<file path="config.mk">
export PLATFORM = sky130hd
export DESIGN_NAME = instr_encoder
export DESIGN_NICKNAME = d
export VERILOG_FILES = /design/src/rtl/instr_encoder.sv
export SDC_FILE = /design/constraint.sdc
export NUM_CORES = 1
export LEC_CHECK = 0
export ABC_AREA = 1
export BUFFER_PORTS_ARGS = -buffer_cell sky130_fd_sc_hd__buf_2
export CAP_MARGIN = 20
export CORE_UTILIZATION = 53
export DETAILED_ROUTE_END_ITERATION = 10
export PLACE_DENSITY = 0.95
export REMOVE_ABC_BUFFERS = 1
export SLEW_MARGIN = 0
export SYNTH_ARGS = -nofsm -noshare
export SYNTH_HDL_FRONTEND = slang
export SYNTH_SLANG_ARGS = --single-unit
</file>
<file path="constraint.sdc">
create_clock -name clk -period 2.7 [get_ports clk]
set_input_delay 0.27 -clock clk [delete_from_list [all_inputs] [get_ports clk]]
set_output_delay 0.27 -clock clk [all_outputs]
set_load 0.1 [all_outputs]
</file>
<file path="src/rtl/instr_encoder.sv">
// Instruction encoder and program writer: packs decoded fields into 32-bit words
// and streams them to consecutive instruction-memory addresses.
module instr_encoder #(
  parameter int ADDR_W = 8
) (
  input  logic              clk,
  input  logic              rst,
  input  logic              start,
  input  logic [ADDR_W-1:0] start_addr,
  input  logic              in_valid,
  output logic              in_ready,
  input  logic [5:0]        in_op,
  input  logic [4:0]        in_ra,
  input  logic [4:0]        in_rb,
  input  logic [4:0]        in_rc,
  input  logic [25:0]       in_imm,
  input  logic              in_last,
  output logic              wr_valid,
  input  logic              wr_ready,
  output logic [ADDR_W-1:0] wr_addr,
  output logic [31:0]       wr_data,
  output logic              busy,
  output logic              done,
  output logic              err_illegal,
  output logic              err_full,
  output logic [ADDR_W:0]   words_written
);

  typedef enum logic [1:0] {S_IDLE, S_LOAD, S_HOLD, S_DONE} state_t;

  localparam logic [ADDR_W-1:0] TOP_ADDR = '1;
  localparam logic [ADDR_W:0]   WW_ONE   = {{ADDR_W{1'b0}}, 1'b1};

  state_t              r_state, w_next;
  logic [ADDR_W-1:0]   r_wr_addr;
  logic [31:0]         r_wr_data;
  logic                r_last;
  logic [ADDR_W:0]     r_ww;
  logic                r_ill;
  logic                r_full;
  logic                w_legal;
  logic [31:0]         w_word;
  logic                w_hs;

  // Field packing; bits not owned by the opcode's format stay zero.
  always_comb begin
    w_word        = '0;
    w_word[31:26] = in_op;
    w_legal       = 1'b1;
    case (in_op)
      6'h00: ;
      6'h01, 6'h02, 6'h03, 6'h04, 6'h05: begin
        w_word[25:21] = in_ra;
        w_word[20:16] = in_rb;
        w_word[15:11] = in_rc;
      end
      6'h06, 6'h0B: w_word[25:0] = in_imm;
      6'h07, 6'h08: begin
        w_word[25:21] = in_ra;
        w_word[15:0]  = in_imm[15:0];
      end
      6'h0A, 6'h0C, 6'h0D: begin
        w_word[25:21] = in_ra;
        w_word[20:16] = in_rb;
      end
      default: w_legal = 1'b0;
    endcase
  end

  assign w_hs = in_valid && (r_state == S_LOAD);

  always_comb begin
    w_next = r_state;
    case (r_state)
      S_IDLE: if (start) w_next = S_LOAD;
      S_LOAD: begin
        if (w_hs) begin
          if (w_legal)      w_next = S_HOLD;
          else if (in_last) w_next = S_DONE;
        end
      end
      S_HOLD: begin
        if (wr_ready) begin
          if (r_last || (r_wr_addr == TOP_ADDR)) w_next = S_DONE;
          else                                   w_next = S_LOAD;
        end
      end
      S_DONE:  w_next = S_IDLE;
      default: w_next = S_IDLE;
    endcase
  end

  always_ff @(posedge clk) begin
    if (rst) begin
      r_state   <= S_IDLE;
      r_wr_addr <= '0;
      r_wr_data <= '0;
      r_last    <= 1'b0;
      r_ww      <= '0;
      r_ill     <= 1'b0;
      r_full    <= 1'b0;
    end else begin
      r_state <= w_next;
      case (r_state)
        S_IDLE: begin
          if (start) begin
            r_wr_addr <= start_addr;
            r_ww      <= '0;
            r_ill     <= 1'b0;
            r_full    <= 1'b0;
          end
        end
        S_LOAD: begin
          if (w_hs) begin
            if (w_legal) begin
              r_wr_data <= w_word;
              r_last    <= in_last;
            end else begin
              r_ill <= 1'b1;
            end
          end
        end
        S_HOLD: begin
          // Top address without last ends the session; the address never wraps.
          if (wr_ready) begin
            r_ww <= r_ww + WW_ONE;
            if (!r_last) begin
              if (r_wr_addr == TOP_ADDR) r_full    <= 1'b1;
              else                       r_wr_addr <= r_wr_addr + 1'b1;
            end
          end
        end
        default: ;
      endcase
    end
  end

  assign in_ready      = (r_state == S_LOAD);
  assign wr_valid      = (r_state == S_HOLD);
  assign busy          = (r_state != S_IDLE);
  assign done          = (r_state == S_DONE);
  assign wr_addr       = r_wr_addr;
  assign wr_data       = r_wr_data;
  assign err_illegal   = r_ill;
  assign err_full      = r_full;
  assign words_written = r_ww;

endmodule
</file>
==> impl_metrics.json, run 1 <==
{
  "yosys_warnings": 0,
  "drt_iter0_markers": 158,
  "p_per_area_nw_per_um2": 805,
  "hold_viol_final": 0,
  "critPathLaunchType": "flop",
  "reg2reg_depth": 8,
  "ir_drop_v": 0.000902,
  "cts_made_buffers": 5,
  "multi_input_area_um2": 1580,
  "final_common_cell": "nand2_1",
  "path_clk_slew_ns": 0.10,
  "p_switching_mw": 1.55,
  "cp.required_ns": 2.43,
  "cp.buffers_inverters": 2,
  "antenna_found_initial": 0,
  "netlist_area_um2": 2970,
  "reg2reg_to": "wr_addr[5]",
  "cp.arrival_ns": 1.81,
  "clockBufferDepth": 2,
  "seqCellArea_um2": 1080,
  "post-route-min-period_ns": 2.08,
  "routed_wirelength_um": 7360,
  "viasPerCell": 4.99,
  "io_pins": 116,
  "finClkSkew_ns": 0.0112,
  "worstMarginPinSlew_ns": 0.517,
  "dp.cells": 613,
  "synth.largest_area_cell": "dfxtp_1",
  "post_cts_buffers": 0,
  "sw_frac_of_total_pct": 53.0,
  "drc": 0,
  "hold_start": "in_imm[5]",
  "place.gp.congestion": 0.862,
  "fin_crit_sh_pct": 77.1,
  "wl_per_cell_um": 11.9,
  "root_buffer": "clkbuf_8",
  "cts_tree": "built",
  "hpwl_um": 5570,
  "via_count": 3100,
  "core-area_um2": 5240,
  "status": "complete, no violations",
  "clock.fmax_mhz": 480,
  "die_y_um": 76.9,
  "yosysTopAreaCellShare_pct": 36.4,
  "setup_tns_ns": 0,
  "maxCapViolCount": 0,
  "nets": 613,
  "rsz0062_at_grt": "false",
  "fin_total_pwr_mw": 2.92,
  "cts_hold_buf": 0,
  "drt_first_pass_iters": 4,
  "crit_family": "buffers and inverters",
  "initial_core_util_pct": 56.7,
  "p_leak_nw": 1.92,
  "slew_headroom_pct": 65.8,
  "rrSetupSlack_ns": 0.76,
  "grt_max_degree": 44,
  "port_buffers": 115,
  "setup_viol": 0,
  "synth-seq-cells": 54,
  "grt.total_usage_pct": 25.6,
  "crit_end": "wr_valid",
  "rows": 26,
  "worstSetupEndpointType": "output port",
  "fp.dieW_um": 76.9,
  "seqPwrFrac_pct": 33.4,
  "crit_type": "flop to output port",
  "layoutNonFillerInstCount": 621,
  "dieArea_um2": 5910,
  "slowest_stage": "buf_2",
  "path_max_fanout": 13,
  "pwr-share-clk_pct": 16.3,
  "max_stage_delay_ns": 0.51,
  "synthTopCellsByArea": "dfxtp_1 36%, nand2_1 16%, nor2_1 8.2%",
  "r2r_start": "r_state[0]",
  "final_max_slew_viol_count": 0,
  "seq_area_frac_synth_pct": 36.4,
  "area_delta_synth_final_pct": 22.2,
  "synth_cell_types": 35,
  "crit_chain": "nand2_2 > inv_1 > buf_2",
  "hp-class": "primary input to flop",
  "p_int_mw": 1.37,
  "ant_nets": 0,
  "fillers": 472,
  "setup_ws_ns": 0.619,
  "n_antenna_cell": 0,
  "layout_common_cells": "130 x nand2_1, 115 x buf_2, 65 x nor2_1",
  "cts_resized": 0,
  "crit_cells": 3,
  "avgSynthCellArea_um2": 6.72,
  "p_comb_share_pct": 50.3,
  "htree_levels": 2,
  "critPathLaunch": "r_state[1]",
  "grt_overflow": 0,
  "drive_gt1_share_pct": 32.7,
  "cts_sinks": 54,
  "pre_cts_ws_ns": 0.801,
  "synth_cells": 442,
  "grt_pass1_vias": 2917,
  "grt_pass1_wl_um": 12400,
  "insertion_delay_ns": 0.31
}
==> per-stage QoR <==
step	hold slack, ns	utilization, %	instance area, µm²
floorplan	0.332	-	2860
global placement	0.425	67.5	3530
detailed placement	0.425	67.5	3530
CTS	0.206	69.3	3630
global route	0.196	69.3	3630
finish	0.206	69.3	3630
==> final cells by class <==
| type | instances | area share [%] |
|---|---|---|
| multi-input combinational | 321 | 43.6 |
| tap | 70 | 2.41 |
| inverter | 51 | 5.27 |
| timing repair buffer | 117 | 16.3 |
| clock inverter | 2 | 0.345 |
| clock buffer | 6 | 2.28 |
| sequential | 54 | 29.8 |
==> how the worst min path moves through the flow <==
stage / to / slack (ns) / depth (start not counted)
final: wr_data[5] / 0.21 / 3
after global routing: wr_data[5] / 0.20 / 3
after CTS: wr_data[7] / 0.21 / 3
after detailed placement: wr_data[30] / 0.42 / 2
after global placement: wr_data[31] / 0.43 / 2
after floorplan: r_last / 0.33 / 1
==> tightest hold or removal path, stage by stage <==
cell,delay (ns)
buf_2,0.09
nand2_1,0.07
a21oi_2,0.05
==> power by group through the flow <==
stage | Clock, mW | Sequential (mW) | Combinational, mW
2_1_floorplan | 0 | 1.51 | 0.665
3_3_place_gp | 0 | 0.984 | 1.43
3_5_place_dp | 0 | 0.993 | 1.46
4_1_cts | 0.481 | 0.974 | 1.47
5_1_grt | 0.515 | 0.993 | 1.57
6_report | 0.475 | 0.976 | 1.47
==> sequential cells by signal (all words and copies together) (netlist names) <==
register	cells
err_full	1
err_illegal	1
r_last	1
r_state	2
words_written	9
wr_addr	8
wr_data	32
==> routing by layer <==
| metal | part of all wire [%] | up-vias | routed length [µm] | track usage (%) |
|---|---|---|---|---|
| met1 | 41 | 1369 | 3060 | 30.8 |
| met4 | 1.2 | 0 | 92 | 8.65 |
| li1 | - | 1589 | - | - |
| met3 | 6.9 | 10 | 509 | 5.48 |
| met2 | 50 | 132 | 3700 | 44.7 |
| met5 | 0 | - | 0 | 0 |
==> cell usage after synthesis <==
master / n
a21o_1: 1
buf_1: 1
dfxtp_1: 54
inv_2: 3
buf_8: 2
or2_2: 1
nand2_8: 1
nor2_2: 4
nor2_4: 3
inv_1: 47
buf_6: 3
a21oi_1: 11
nor3_2: 1
nor3_1: 3
nor2_1: 65
nand2_4: 1
nand3_1: 31
xor2_1: 2
nand3_2: 1
nand2_1: 130
o21ai_1: 2
a21oi_2: 16
ha_1: 2
o21a_1: 1
clkinv_1: 1
o211a_1: 4
nand2_2: 22
buf_2: 4
buf_4: 1
a31oi_1: 1
clkbuf_1: 5
nand3_4: 1
o21ai_4: 1
o21ai_0: 12
nand4_1: 4
==> logic make-up after synthesis <==
family                     count (synthesis)  share of synthesized area [%]
AOI/OAI and AO/OA                         49                           11.5
xor gates and xnor gates                   2                          0.590
adders and majority gates                  2                          0.842
buffers and inverters                     67                           10.3
DFF                                       54                           36.4
and+or+nand+nor                          268                           40.4
Note: power is estimated with default switching activity, not from simulation.
==> run 2, diff against run 1 <==
--- a/config.mk
+++ b/config.mk
@@ -8,9 +8,9 @@
 export ABC_AREA = 1
 export BUFFER_PORTS_ARGS = -buffer_cell sky130_fd_sc_hd__buf_2
 export CAP_MARGIN = 20
-export CORE_UTILIZATION = 53
+export CORE_UTILIZATION = 44
 export DETAILED_ROUTE_END_ITERATION = 10
-export PLACE_DENSITY = 0.95
+export PLACE_DENSITY = 0.86
 export REMOVE_ABC_BUFFERS = 1
 export SLEW_MARGIN = 0
 export SYNTH_ARGS = -nofsm -noshare
==> constraint.sdc (replaced) <==
create_clock -name clk -period 1.7 [get_ports clk]
set_input_delay 0.17 -clock clk [delete_from_list [all_inputs] [get_ports clk]]
set_output_delay 0.17 -clock clk [all_outputs]
set_load 0.1 [all_outputs]
==> run 2 against run 1 <==
Net effect:
- the flow now finishes with violations (design-rule violations)
- non-clock buffer count is 7 higher
- critical path depth rose by 2
- routed wire length up 0.43%
- cell area up 3.0%
- cell count grew 2.4%
- power is 63% higher
- via count down 0.13%
- clock-buffer cell count unchanged
- sequential share of layout area down 0.83 points
- global-route usage decreased by 4.1 points
- sequential cell count unchanged
- first-iteration DRC count increased by 2.5%
- highest routed layer unchanged
==> impl_metrics.json, run 2 (synthesis results as in run 1) <==
{
  "cts_tree": "built",
  "grt_pass1_vias": 2935,
  "hold_ws_ns": 0.110,
  "status": "finished, violations left",
  "grt_overflow": 0,
  "violations": "design-rule violations",
  "cp.required_ns": 1.53,
  "initial_core_util_pct": 46.2,
  "grt_max_degree": 44,
  "htree_levels": 2,
  "place_area_um2": 3610,
  "fp.dieW_um": 84.2,
  "via_count": 3096,
  "viasPerCell": 4.87,
  "io_pins": 116,
  "hold_viol_final": 0,
  "port_buffers": 115,
  "dp.cells": 627,
  "grt.total_usage_pct": 21.5,
  "crit_type": "flop to output port",
  "place.gp.congestion": 0.906,
  "cts_sinks": 54,
  "rsz0062_at_grt": "false",
  "ant_nets": 0,
  "post-route-min-period_ns": 1.55,
  "hp-class": "primary input to flop",
  "clock.fmax_mhz": 647,
  "drt_iter0_markers": 162,
  "core-area_um2": 6420,
  "largest_register_ffs": 32,
  "drc": 8,
  "setup_viol": 0,
  "final_util_pct": 58.2,
  "fin_crit_sh_pct": 91.0,
  "grt_pass1_wl_um": 12600,
  "drive_gt1_share_pct": 34.3,
  "rows": 29,
  "path_clk_slew_ns": 0.10,
  "finClkSkew_ns": 0.00476,
  "critPathLaunchType": "flop",
  "p_leak_nw": 1.95,
  "insertion_delay_ns": 0.31,
  "layoutNonFillerInstCount": 636,
  "slew_headroom_pct": 67.0,
  "final_max_slew_viol_count": 0,
  "cts_made_buffers": 5,
  "pre_cts_ws_ns": 0.0771,
  "clockBufferDepth": 2,
  "die_y_um": 84.2,
  "setup_tns_ns": 0,
  "fin_total_pwr_mw": 4.77,
  "n_antenna_cell": 0,
  "wl_per_cell_um": 11.6,
  "area_delta_synth_final_pct": 25.9,
  "design_area_um2": 3740,
  "worstMarginPinSlew_ns": 0.498,
  "path_max_fanout": 8,
  "routed_wirelength_um": 7390,
  "drt_first_pass_iters": 7,
  "worstSetupEndpointType": "output port",
  "root_buffer": "clkbuf_8",
  "final_common_cell": "nand2_1",
  "dieArea_um2": 7080,
  "antenna_found_initial": 0,
  "setup_ws_ns": 0.154,
  "maxCapViolCount": 0,
  "cp.arrival_ns": 1.38,
  "nets": 621,
  "layout_common_cells": "130 x nand2_1, 113 x buf_2, 64 x nor2_1",
  "hpwl_um": 5580,
  "ir_drop_v": 0.000489,
  "p_per_area_nw_per_um2": 1280
}
==> run 2: repair_timing <==
item	in CTS	in global routing
setup endpoints to repair	0	11
hold buffers	0	0
buffers inserted	0	0
gates resized for setup	0	7
==> run 2: cell type report <==
cell class,instances,area [µm²]
timing repair buffer,124,661
timing repair inverter,1,7.51
sequential,54,1080
inverter,51,195
multi-input combinational,321,1600
clock inverter,2,17.5
clock buffer,6,82.6
tap,77,96.3
fill,597,2680
==> run 2: critical path: stages (launching register included) <==
cell and delay [ns]:
dfxtp_1 0.35, inv_2 0.08, nand2_2 0.08, inv_1 0.17
buf_4 0.21, buf_12 0.18
==> run 2: final timing paths <==
path                    start           to  slack (ns)  cells past startpoint
hold / removal      in_imm[1]   wr_data[1]        0.11                      3
setup / recovery   r_state[0]     wr_valid        0.15                      5
setup reg to reg   wr_addr[1]   wr_addr[4]        0.16                      7
hold reg to reg   wr_data[30]  wr_data[30]        0.44                      2
==> run 2: power breakdown <==
group	switching, mW	total (mW)	internal, mW
Clock	0.437	0.773	0.336
Sequential	0.144	1.55	1.41
Combinational	1.92	2.45	0.525
Total	2.50	4.77	2.27
==> run 2: layer usage <==
metal / GRT usage [%] / vias up / part of all wire, %
met1: 24.9 / 1376 / 44
met5: 0 / - / 0
li1: - / 1600 / -
met4: 7.21 / 0 / 1.0
met3: 4.62 / 9 / 5.7
met2: 39.2 / 111 / 49
